==> config.mk <==
export PLATFORM = sky130hd
export DESIGN_NAME = ibex_rf_wb_arbiter
export DESIGN_NICKNAME = d
export VERILOG_FILES = /design/src/rtl/ibex_pkg.sv /design/src/rtl/ibex_rf_wb_fifo.sv /design/src/rtl/ibex_rf_wb_arbiter.sv
export SDC_FILE = /design/constraint.sdc
export NUM_CORES = 1
export LEC_CHECK = 0
export BUFFER_PORTS_ARGS = -buffer_cell sky130_fd_sc_hd__buf_2
export CAP_MARGIN = 15
export CORE_MARGIN = 3
export CORE_UTILIZATION = 50
export CTS_BUF_LIST = sky130_fd_sc_hd__clkbuf_2
export DETAILED_ROUTE_END_ITERATION = 8
export PLACE_DENSITY = 0.8
export SLEW_MARGIN = 20
export SYNTH_ARGS = -nofsm -noshare
export SYNTH_HDL_FRONTEND = slang
export SYNTH_SLANG_ARGS = --single-unit
==> constraint.sdc <==
create_clock -name clk_i -period 3.5 [get_ports clk_i]
set_input_delay 0 -clock clk_i [delete_from_list [all_inputs] [get_ports clk_i]]
set_output_delay 0 -clock clk_i [all_outputs]
set_load 0.01 [all_outputs]
==> src/rtl/ibex_pkg.sv <==
// Shared types and helpers for the register-file write-back path.
package ibex_pkg;

    localparam int unsigned RegAddrW = 5;
    localparam int unsigned RfDataW  = 32;

    // Default-width register-file write record. Blocks that carry a
    // different data width declare a local equivalent.
    typedef struct packed {
        logic [RegAddrW-1:0] waddr;
        logic [RfDataW-1:0]  wdata;
    } rf_wr_t;

    // Source feeding the write-port register in a given cycle.
    typedef enum logic [1:0] {
        WbSelNone = 2'd0,
        WbSelLsu  = 2'd1,
        WbSelFifo = 2'd2,
        WbSelEx   = 2'd3
    } wb_sel_e;

    // A write to x0, or to x16..x31 on a 16-register file, has no
    // architectural effect and is dropped at the input.
    function automatic logic rf_addr_discard(input logic [RegAddrW-1:0] addr,
                                             input logic                rv32e);
        return (addr == '0) || (rv32e && addr[RegAddrW-1]);
    endfunction

    // One-hot register mask for a write address.
    function automatic logic [31:0] rf_onehot(input logic [RegAddrW-1:0] addr);
        logic [31:0] mask;
        mask       = '0;
        mask[addr] = 1'b1;
        return mask;
    endfunction

endpackage

==> src/rtl/ibex_rf_wb_fifo.sv <==
// Small in-order buffer for EX results waiting for the register-file port.
// Entry 0 is always the head; a pop shifts the remaining entries down.
module ibex_rf_wb_fifo
    import ibex_pkg::*;
#(
    parameter int Depth     = 2,
    parameter int DataWidth = 32
) (
    input  logic                               clk_i,
    input  logic                               rst_ni,
    input  logic                               flush_i,
    input  logic                               push_i,
    input  logic [RegAddrW-1:0]                push_waddr_i,
    input  logic [DataWidth-1:0]               push_wdata_i,
    input  logic                               pop_i,
    output logic                               full_o,
    output logic                               empty_o,
    output logic [RegAddrW-1:0]                head_waddr_o,
    output logic [DataWidth-1:0]               head_wdata_o,
    output logic [Depth-1:0]                   entry_valid_o,
    output logic [Depth-1:0][RegAddrW-1:0]     entry_waddr_o
);

    localparam int CntW = $clog2(Depth + 1);

    logic [CntW-1:0]                 cnt_q, cnt_d, cnt_popped;
    logic [Depth-1:0][RegAddrW-1:0]  waddr_q, waddr_d;
    logic [Depth-1:0][DataWidth-1:0] wdata_q, wdata_d;

    assign empty_o       = (cnt_q == '0);
    assign full_o        = (cnt_q == CntW'(Depth));
    assign head_waddr_o  = waddr_q[0];
    assign head_wdata_o  = wdata_q[0];
    assign entry_waddr_o = waddr_q;

    // Entries below the occupancy count hold live writes.
    always_comb begin
        for (int i = 0; i < Depth; i++) begin
            entry_valid_o[i] = (i < int'(cnt_q));
        end
    end

    // Next-state: shift on pop, write the first free slot on push, clear on flush.
    always_comb begin
        // NOTE: every variable gets a default before any condition, so no path
        // leaves it unassigned and no latch is inferred.
        cnt_popped = cnt_q;
        waddr_d    = waddr_q;
        wdata_d    = wdata_q;
        if (pop_i && !empty_o) begin
            for (int i = 0; i < Depth - 1; i++) begin
                waddr_d[i] = waddr_q[i+1];
                wdata_d[i] = wdata_q[i+1];
            end
            cnt_popped = cnt_q - CntW'(1);
        end
        cnt_d = cnt_popped;
        if (push_i && (int'(cnt_popped) < Depth)) begin
            for (int i = 0; i < Depth; i++) begin
                if (i == int'(cnt_popped)) begin
                    waddr_d[i] = push_waddr_i;
                    wdata_d[i] = push_wdata_i;
                end
            end
            cnt_d = cnt_popped + CntW'(1);
        end
        if (flush_i) begin
            cnt_d = '0;
        end
    end

    // Occupancy register.
    always_ff @(posedge clk_i or negedge rst_ni) begin
        // NOTE: sequential state uses non-blocking assignments so every flop
        // samples pre-edge values regardless of block ordering.
        if (!rst_ni) begin
            cnt_q <= '0;
        end else begin
            cnt_q <= cnt_d;
        end
    end

    // Payload storage.
    // NOTE: payload slots are not reset; they are only observed when qualified
    // by the occupancy count, which is reset.
    always_ff @(posedge clk_i) begin
        waddr_q <= waddr_d;
        wdata_q <= wdata_d;
    end

endmodule

==> src/rtl/ibex_rf_wb_arbiter.sv <==
// Merges EX results and LSU load responses onto the single register-file
// write port. LSU responses cannot stall and win; EX results queue behind.
module ibex_rf_wb_arbiter
    import ibex_pkg::*;
#(
    parameter bit RV32E     = 1'b0,
    parameter int DataWidth = 32,
    parameter int Depth     = 2
) (
    input  logic                 clk_i,
    input  logic                 rst_ni,
    input  logic                 flush_i,
    input  logic                 ex_valid_i,
    output logic                 ex_ready_o,
    input  logic [4:0]           ex_waddr_i,
    input  logic [DataWidth-1:0] ex_wdata_i,
    input  logic                 lsu_valid_i,
    input  logic [4:0]           lsu_waddr_i,
    input  logic [DataWidth-1:0] lsu_wdata_i,
    output logic                 rf_we_o,
    output logic [4:0]           rf_waddr_o,
    output logic [DataWidth-1:0] rf_wdata_o,
    output logic [31:0]          pend_mask_o
);

    wb_sel_e                        sel;
    logic                           ex_fire, lsu_take;
    logic                           fifo_full, fifo_empty, fifo_push, fifo_pop;
    logic [RegAddrW-1:0]            head_waddr;
    logic [DataWidth-1:0]           head_wdata;
    logic [Depth-1:0]               entry_valid;
    logic [Depth-1:0][RegAddrW-1:0] entry_waddr;

    logic                           we_q, we_d;
    logic [RegAddrW-1:0]            waddr_q, waddr_d;
    logic [DataWidth-1:0]           wdata_q, wdata_d;

    // Ready depends on buffer state only, never on LSU activity.
    assign ex_ready_o = !fifo_full;

    // A discarded or flushed EX write still completes its handshake.
    assign ex_fire  = ex_valid_i & ex_ready_o & ~flush_i
                    & ~rf_addr_discard(ex_waddr_i, RV32E);
    assign lsu_take = lsu_valid_i & ~rf_addr_discard(lsu_waddr_i, RV32E);

    // Priority: LSU, then oldest queued EX, then EX bypass.
    always_comb begin
        sel = WbSelNone;
        if (lsu_take) begin
            sel = WbSelLsu;
        end else if (!fifo_empty) begin
            sel = WbSelFifo;
        end else if (ex_fire) begin
            sel = WbSelEx;
        end
    end

    assign fifo_pop  = (sel == WbSelFifo);
    assign fifo_push = ex_fire & (sel != WbSelEx);

    ibex_rf_wb_fifo #(
        .Depth     (Depth),
        .DataWidth (DataWidth)
    ) u_fifo (
        .clk_i         (clk_i),
        .rst_ni        (rst_ni),
        .flush_i       (flush_i),
        .push_i        (fifo_push),
        .push_waddr_i  (ex_waddr_i),
        .push_wdata_i  (ex_wdata_i),
        .pop_i         (fifo_pop),
        .full_o        (fifo_full),
        .empty_o       (fifo_empty),
        .head_waddr_o  (head_waddr),
        .head_wdata_o  (head_wdata),
        .entry_valid_o (entry_valid),
        .entry_waddr_o (entry_waddr)
    );

    // Load the write-port register from the selected source.
    always_comb begin
        we_d    = (sel != WbSelNone);
        waddr_d = waddr_q;
        wdata_d = wdata_q;
        unique case (sel)
            WbSelLsu:  begin waddr_d = lsu_waddr_i; wdata_d = lsu_wdata_i; end
            WbSelFifo: begin waddr_d = head_waddr;  wdata_d = head_wdata;  end
            WbSelEx:   begin waddr_d = ex_waddr_i;  wdata_d = ex_wdata_i;  end
            default:   ;
        endcase
    end

    // Registered write port.
    always_ff @(posedge clk_i or negedge rst_ni) begin
        if (!rst_ni) begin
            we_q    <= 1'b0;
            waddr_q <= '0;
            wdata_q <= '0;
        end else begin
            we_q    <= we_d;
            waddr_q <= waddr_d;
            wdata_q <= wdata_d;
        end
    end

    assign rf_we_o    = we_q;
    assign rf_waddr_o = waddr_q;
    assign rf_wdata_o = wdata_q;

    // Pending-write mask over queued entries and the write in flight.
    always_comb begin
        pend_mask_o = '0;
        for (int i = 0; i < Depth; i++) begin
            if (entry_valid[i]) begin
                pend_mask_o = pend_mask_o | rf_onehot(entry_waddr[i]);
            end
        end
        if (we_q) begin
            pend_mask_o = pend_mask_o | rf_onehot(waddr_q);
        end
        pend_mask_o[0] = 1'b0;
        if (RV32E) begin
            pend_mask_o[31:16] = '0;
        end
    end

endmodule
## After elaboration in Yosys (flattened, before gate mapping)

Index checks and enable logic that the tools add are counted.

- Register bits after elaboration: 114
- Bits of input ports: 79
- Output and inout bits: 71
- Logic and storage cells: 72

- Add/sub/neg operators: 2
- Order comparisons: 9
- Equal/unequal tests: 6
- Mux-type cells: 23
- Bitwise logic cells: 10
- Reductions and logical operators: 14

Operator list:

| cell | count |
|---|---|
| $mux 32 | 6 |
| $pmux 32 s3 | 1 |
| $or 32x32->32 | 2 |
| $lt 5x6->1 const B | 3 |
| $demux 1 s5 | 3 |
| $ge 5x1->1 const B | 3 |
| $mux 5 | 3 |
| $pmux 5 s3 | 1 |
| $mux 2 | 6 |
| $logic_not 5->1 | 2 |
| $eq 2x2->1 const B | 3 |
| $and 1x1->1 | 5 |
| $logic_and 1x1->1 | 5 |
| $logic_not 2->1 | 2 |
| $lt 1x2->1 const A | 2 |
| $mux 1 | 3 |
| $not 1->1 | 3 |
| $reduce_bool 3->1 | 1 |
| $add 2x1->2 const B | 1 |
| $eq 2x1->1 const B | 1 |
| $eq 2x2->1 const A | 1 |
| $logic_not 1->1 | 2 |
| $lt 2x2->1 const B | 1 |
| $ne 2x2->1 const B | 1 |
| other kinds (3) | 3 |

## Depth between registers and ports, before layout

- Word-level depth: 15
- Depth in mapped cells: 11
- Depth with buffers taken out: 9

## Hierarchy

From an unflattened synthesis, not the netlist that was laid out.

- Cells, all modules: 640
- Area total of the unflattened synthesis: 6202.2 um2

Modules (own cells, without submodules):

| module | times used | cells each | area each (um2) | sequential area each (um2) |
|---|---|---|---|---|
| ibex_rf_wb_fifo | 1 | 261 | 3125.5 | 1901.8 |
| ibex_rf_wb_arbiter | 1 | 379 | 3076.7 | 950.9 |

## Least setup slack after synthesis

No wires, ideal clock.

- Path kind: register -> register
- Start point: register u_fifo.cnt_q[0]
- End point: register u_fifo.waddr_q (netlist bit u_fifo.entry_waddr_o[5]), enable pin
- Library setup time: 0.431 ns
- Data arrival time: 3.206 ns
- Data required time: 3.069 ns
- Setup slack: -0.138 ns
- Cell stages (with the launch flop): 10
- Buffers on the path: 1
- Clock period less this slack: 3.638 ns
- Path through: dfrtp_1 > inv_1 > ha_1 > inv_1 > clkbuf_1 > o221ai_1 > nor2_1 > ha_1 > inv_1 > nor2_1

- Cells in the longest elaborated chain, start to end: 14
- Elaborated cells between the ends (all ways): 20
- Classes of those cells: add/sub: 1; order compare: 1; eq/ne: 4; mux: 4; bitwise: 4; reduce/logical: 6

Ends and longest elaborated chain:

| what | line | source |
|---|---|---|
| start: declaration | ibex_rf_wb_fifo.sv:26 | `logic [CntW-1:0] cnt_q, cnt_d, cnt_popped;` |
| start signal: assignment | ibex_rf_wb_fifo.sv:79 | `cnt_q <= cnt_d;` |
| $eq 2x2->1 | ibex_rf_wb_fifo.sv:31 | `assign full_o = (cnt_q == CntW'(Depth));` |
| $logic_not 1->1 | ibex_rf_wb_arbiter.sv:39 | `assign ex_ready_o = !fifo_full;` |
| $and 1x1->1 (2 in series) | ibex_rf_wb_arbiter.sv:42 | `assign ex_fire = ex_valid_i & ex_ready_o & ~flush_i` |
| $and 1x1->1 | ibex_rf_wb_arbiter.sv:43 | `& ~rf_addr_discard(ex_waddr_i, RV32E);` |
| $mux 2 | ibex_rf_wb_arbiter.sv:53 | `end else if (ex_fire) begin` |
| $mux 2 | ibex_rf_wb_arbiter.sv:51 | `end else if (!fifo_empty) begin` |
| $mux 2 | ibex_rf_wb_arbiter.sv:49 | `if (lsu_take) begin` |
| $eq 2x2->1 | ibex_rf_wb_arbiter.sv:58 | `assign fifo_pop = (sel == WbSelFifo);` |
| $logic_and 1x1->1 | ibex_rf_wb_fifo.sv:50 | `if (pop_i && !empty_o) begin` |
| $mux 2 | ibex_rf_wb_fifo.sv:50 |  |
| $lt 2x2->1 | ibex_rf_wb_fifo.sv:58 | `if (push_i && (int'(cnt_popped) < Depth)) begin` |
| $logic_and 1x1->1 | ibex_rf_wb_fifo.sv:58 |  |
| $reduce_and 2->1 (no line) (*) | -- |  |
| end signal: assignment | ibex_rf_wb_fifo.sv:87 | `waddr_q <= waddr_d;` |
| end: declaration | ibex_rf_wb_fifo.sv:27 | `logic [Depth-1:0][RegAddrW-1:0] waddr_q, waddr_d;` |

Every way passes the cells marked *; elsewhere a longest branch is shown, timed or not.
A chain may end at the register's enable or synchronous reset.

## Worst setup path in the final report

- Start point: register u_fifo.cnt_q[0]
- End point: register u_fifo.cnt_q[1]

- Cells in the longest elaborated chain, start to end: 15
- Elaborated cells between the ends (all ways): 21
- Classes of those cells: add/sub: 2; order compare: 1; eq/ne: 3; mux: 6; bitwise: 4; reduce/logical: 5

Ends and longest elaborated chain:

| what | line | source |
|---|---|---|
| $eq 2x2->1 | ibex_rf_wb_fifo.sv:31 |  |
| $logic_not 1->1 | ibex_rf_wb_arbiter.sv:39 |  |
| $and 1x1->1 (2 in series) | ibex_rf_wb_arbiter.sv:42 |  |
| $and 1x1->1 | ibex_rf_wb_arbiter.sv:43 |  |
| $mux 2 | ibex_rf_wb_arbiter.sv:53 |  |
| $mux 2 | ibex_rf_wb_arbiter.sv:51 |  |
| $mux 2 | ibex_rf_wb_arbiter.sv:49 |  |
| $eq 2x2->1 | ibex_rf_wb_arbiter.sv:58 |  |
| $logic_and 1x1->1 | ibex_rf_wb_fifo.sv:50 |  |
| $mux 2 | ibex_rf_wb_fifo.sv:50 |  |
| $lt 2x2->1 | ibex_rf_wb_fifo.sv:58 |  |
| $logic_and 1x1->1 | ibex_rf_wb_fifo.sv:58 |  |
| $mux 2 (*) | ibex_rf_wb_fifo.sv:58 |  |
| $mux 2 (*) | ibex_rf_wb_fifo.sv:67 | `if (flush_i) begin` |
| net u_fifo.cnt_d[1] | ibex_rf_wb_fifo.sv:26 |  |

Mark *: on every way through the listed nets, which the timed path passes. The rest lies on a longest branch.

==> results.cfg <==
[drt]
via_per_inst = 6.33
vias = 6466
routed_wl_um = 21300
drc = 0
firstDrtPassIters = 6
dr.first_iter.drc_count = 860
postRouteAntennaNets = 0
avgRoutedWirePerCell_um = 20.9

[worst_setup_path]
end_kind = register
reg2reg_depth = 9
path_max_fanout = 13
cp.arrival_ns = 3.97
required_ns = 4.12
critPathKind = register to register
cp-start-kind = register

[synthesis]
async_flop_share_pct = 35.1
syn_inst = 621
synth_area_leaders = edfxtp_1 (18%), dfrtp_1 (16%), dfxtp_1 (12%), mux2_2 (6.5%), a32o_1 (5.9%)
postSynthAreaPerCell_sq_um = 10.1
synth-seq-cells = 114
syn-num-nets = 705
synth_top_area_share_pct = 17.7
ys_seq_area_share_pct = 45.5
synth-adder-area-share_pct = 0.998
synth_top_cell_by_area = edfxtp_1
synth_xor_area_share_pct = 0
synth-edff-count = 37
yosysUniqueCellTypes = 53
synth_top_family_by_area = compound AO/OA/AOI/OAI gates
synth_compound_area_share_pct = 23.9
synth_area_sq_um = 6270
synthSimpleGateAreaFrac_pct = 16.5
ys_warn_count = 0
synth_ff_type = dfrtp_1
synth_mux_area_share_pct = 7.13

[floorplanning]
die_w_um = 118
core_area_sq_um = 12100
fp.dieArea_sq_um = 13900
initial_core_util_pct = 51.7
num_rows = 40
num_io_pins = 150
die_h_um = 118

[timing]
hold_viol = 0
setup_viol = 0
fin_setup_tns_ns = 0
max-slew-margin-rel_pct = 25.5
fin_ws_ns = 0.143
slew_viol_final = 0
post-route-period-util_pct = 95.9
fin_skew_ns = 0.0301
fmax_mhz = 298
grt_setup_unrepaired = false
finalCriticalPeriod_ns = 3.36
max_slew.worst_pin.slew_ns = 1.11

[clock_tree]
clock_latency_ns = 0.69
path_clk_slew_ns = 0.18
cts_buffer_depth = 2
numCtsBuffers = 17
tritoncts = yes
htreeDepth = 4
cts_setup_buffers = 0
cts_sinks = 114
root_buffer = clkbuf_2

[grt]
antenna_found_initial = 0
grt_overflow = 0
grt_max_degree = 58
grt_pass1_vias = 6513
grt_use_total_pct = 29.9
grt_pass1_wl_um = 33700

[cells_and_area]
multi_input_area_sq_um = 3120
final_cell_area_sq_um = 8380
utilization_pct = 69.2
antennaDiodeCount = 0
final_layout_size_suffix_gt1_share_pct = 29.5
area_delta_synth_final_pct = 33.7
nFillCells = 848
regArea_sq_um = 2850
final_common_cell = buf_2
layout.nets = 926
final_cell_mix = buf_2 (148), dlygate4sd3_1 (100), nand2_1 (49), dfrtp_1 (39), and2_1 (38)

[power]
power_mw = 6.39
power.density_nw_per_um2 = 763
p_leak_nw = 3.38
peakVddDrop_mv = 0.378

[min_path]
hold_path.class = input port to register
hold_depth = 2

[outcome]
status = complete, no violations

[placed_design]
io_buffers = 148
post_dp_cell_area_sq_um = 7070
dp_slack_ns = 0.203
place_congestion = 0.934
hpwlAfterDp_um = 12300

[flow_run]
max_cap_viol_count = 0
per-stage QoR:
stage | hold WS, ns | cells
floorplan | -0.296 | 621
global placement | 0.192 | 888
detailed placement | 0.212 | 888
CTS | 0.00747 | 1017
global route | 0.00728 | 1021
finish | 0.0600 | 1021
cell usage after synthesis (3+ instances only):
library cell	n
nor3b_1	8
o221a_2	7
or2_2	4
a32o_1	37
and3_1	3
a22oi_1	15
ha_1	5
dfxtp_1	37
o211ai_1	34
buf_6	4
dfrtp_1	40
clkbuf_1	45
o21ai_0	33
nor3_1	5
and2_1	38
a32oi_1	20
nand3_1	25
nand2b_1	7
mux2i_1	3
o221a_1	8
edfxtp_1	37
or3b_2	4
buf_4	3
inv_1	27
nand2_1	49
buf_2	5
nor2_1	29
nand3b_1	8
o221ai_1	17
mux2_2	36
or3_1	4
final timing paths:
path / startpoint / end / slack (ns)
min: ex_wdata_i[28] / u_fifo.wdata_q[60] / 0.06
max reg2reg: u_fifo.cnt_q[0] / u_fifo.cnt_q[1] / 0.14
max: u_fifo.cnt_q[0] / u_fifo.cnt_q[1] / 0.14
max in group asynchronous: rst_ni / rf_wdata_o[31] / 1.72
min reg2reg: rf_wdata_o[6] / rf_wdata_o[6] / 0.53
min in group asynchronous: rst_ni / rf_wdata_o[15] / 0.50
where the power goes:
part | internal, mW | total [mW] | switching (mW) | leakage, nW
combinational | 1.45 | 3.19 | 1.74 | 2.10
clock | 0.457 | 0.951 | 0.494 | 0.151
sequential | 1.85 | 2.25 | 0.401 | 1.12
total | 3.76 | 6.39 | 2.63 | 3.38
registers in the layout (all words and copies together), names as in the netlist:
name,cells
rf_wdata_o,32
u_fifo.head_wdata_o,32
u_fifo.wdata_q,32
rf_waddr_o,5
u_fifo.entry_waddr_o,5
u_fifo.head_waddr_o,5
u_fifo.cnt_q,2
rf_we_o,1
layer usage:
metal  GRT usage, %  wire (um)  vias to the layer above
li1               -          -                     2823
met1           36.6       8290                     3109
met2           50.4      10300                      456
met3           7.40       1950                       78
met4           12.6        710                        0
met5              0          0                        -
layout make-up:
cell class	instances	share of cell area (%)
clock buffers	18	1.08
flip-flops and latches	114	34.1
well taps	168	2.51
inverters	28	1.25
repair buffers	258	21.9
clock inverters	12	1.99
multi-input cells	423	37.2
critical path, stage by stage, from the launching register on:
cell and delay (ns):
dfrtp_2 0.45, inv_1 0.09, ha_2 0.28, or4b_2 0.65, mux2i_2 0.22, nor2_1 0.11, ha_1 0.28, or3b_2 0.47
a31oi_1 0.17, dlygate4sd3_1 0.56
logic make-up (layout without fill, tap and decap cells):
family	Yosys count	after routing
other cells	1	1
buf+inv	86	316
compound gates	182	183
fa+ha+maj	5	5
simple gates	193	194
flops	114	114
mux	40	40
timing repair:
action | 4_1_cts | 5_1_grt
endpoints found under the setup margin | 0 | 17
resized for setup | 0 | 2
endpoints found under the hold margin | 153 | 1
hold buffers | 99 | 1
Note: power is estimated with default switching activity, not from simulation.
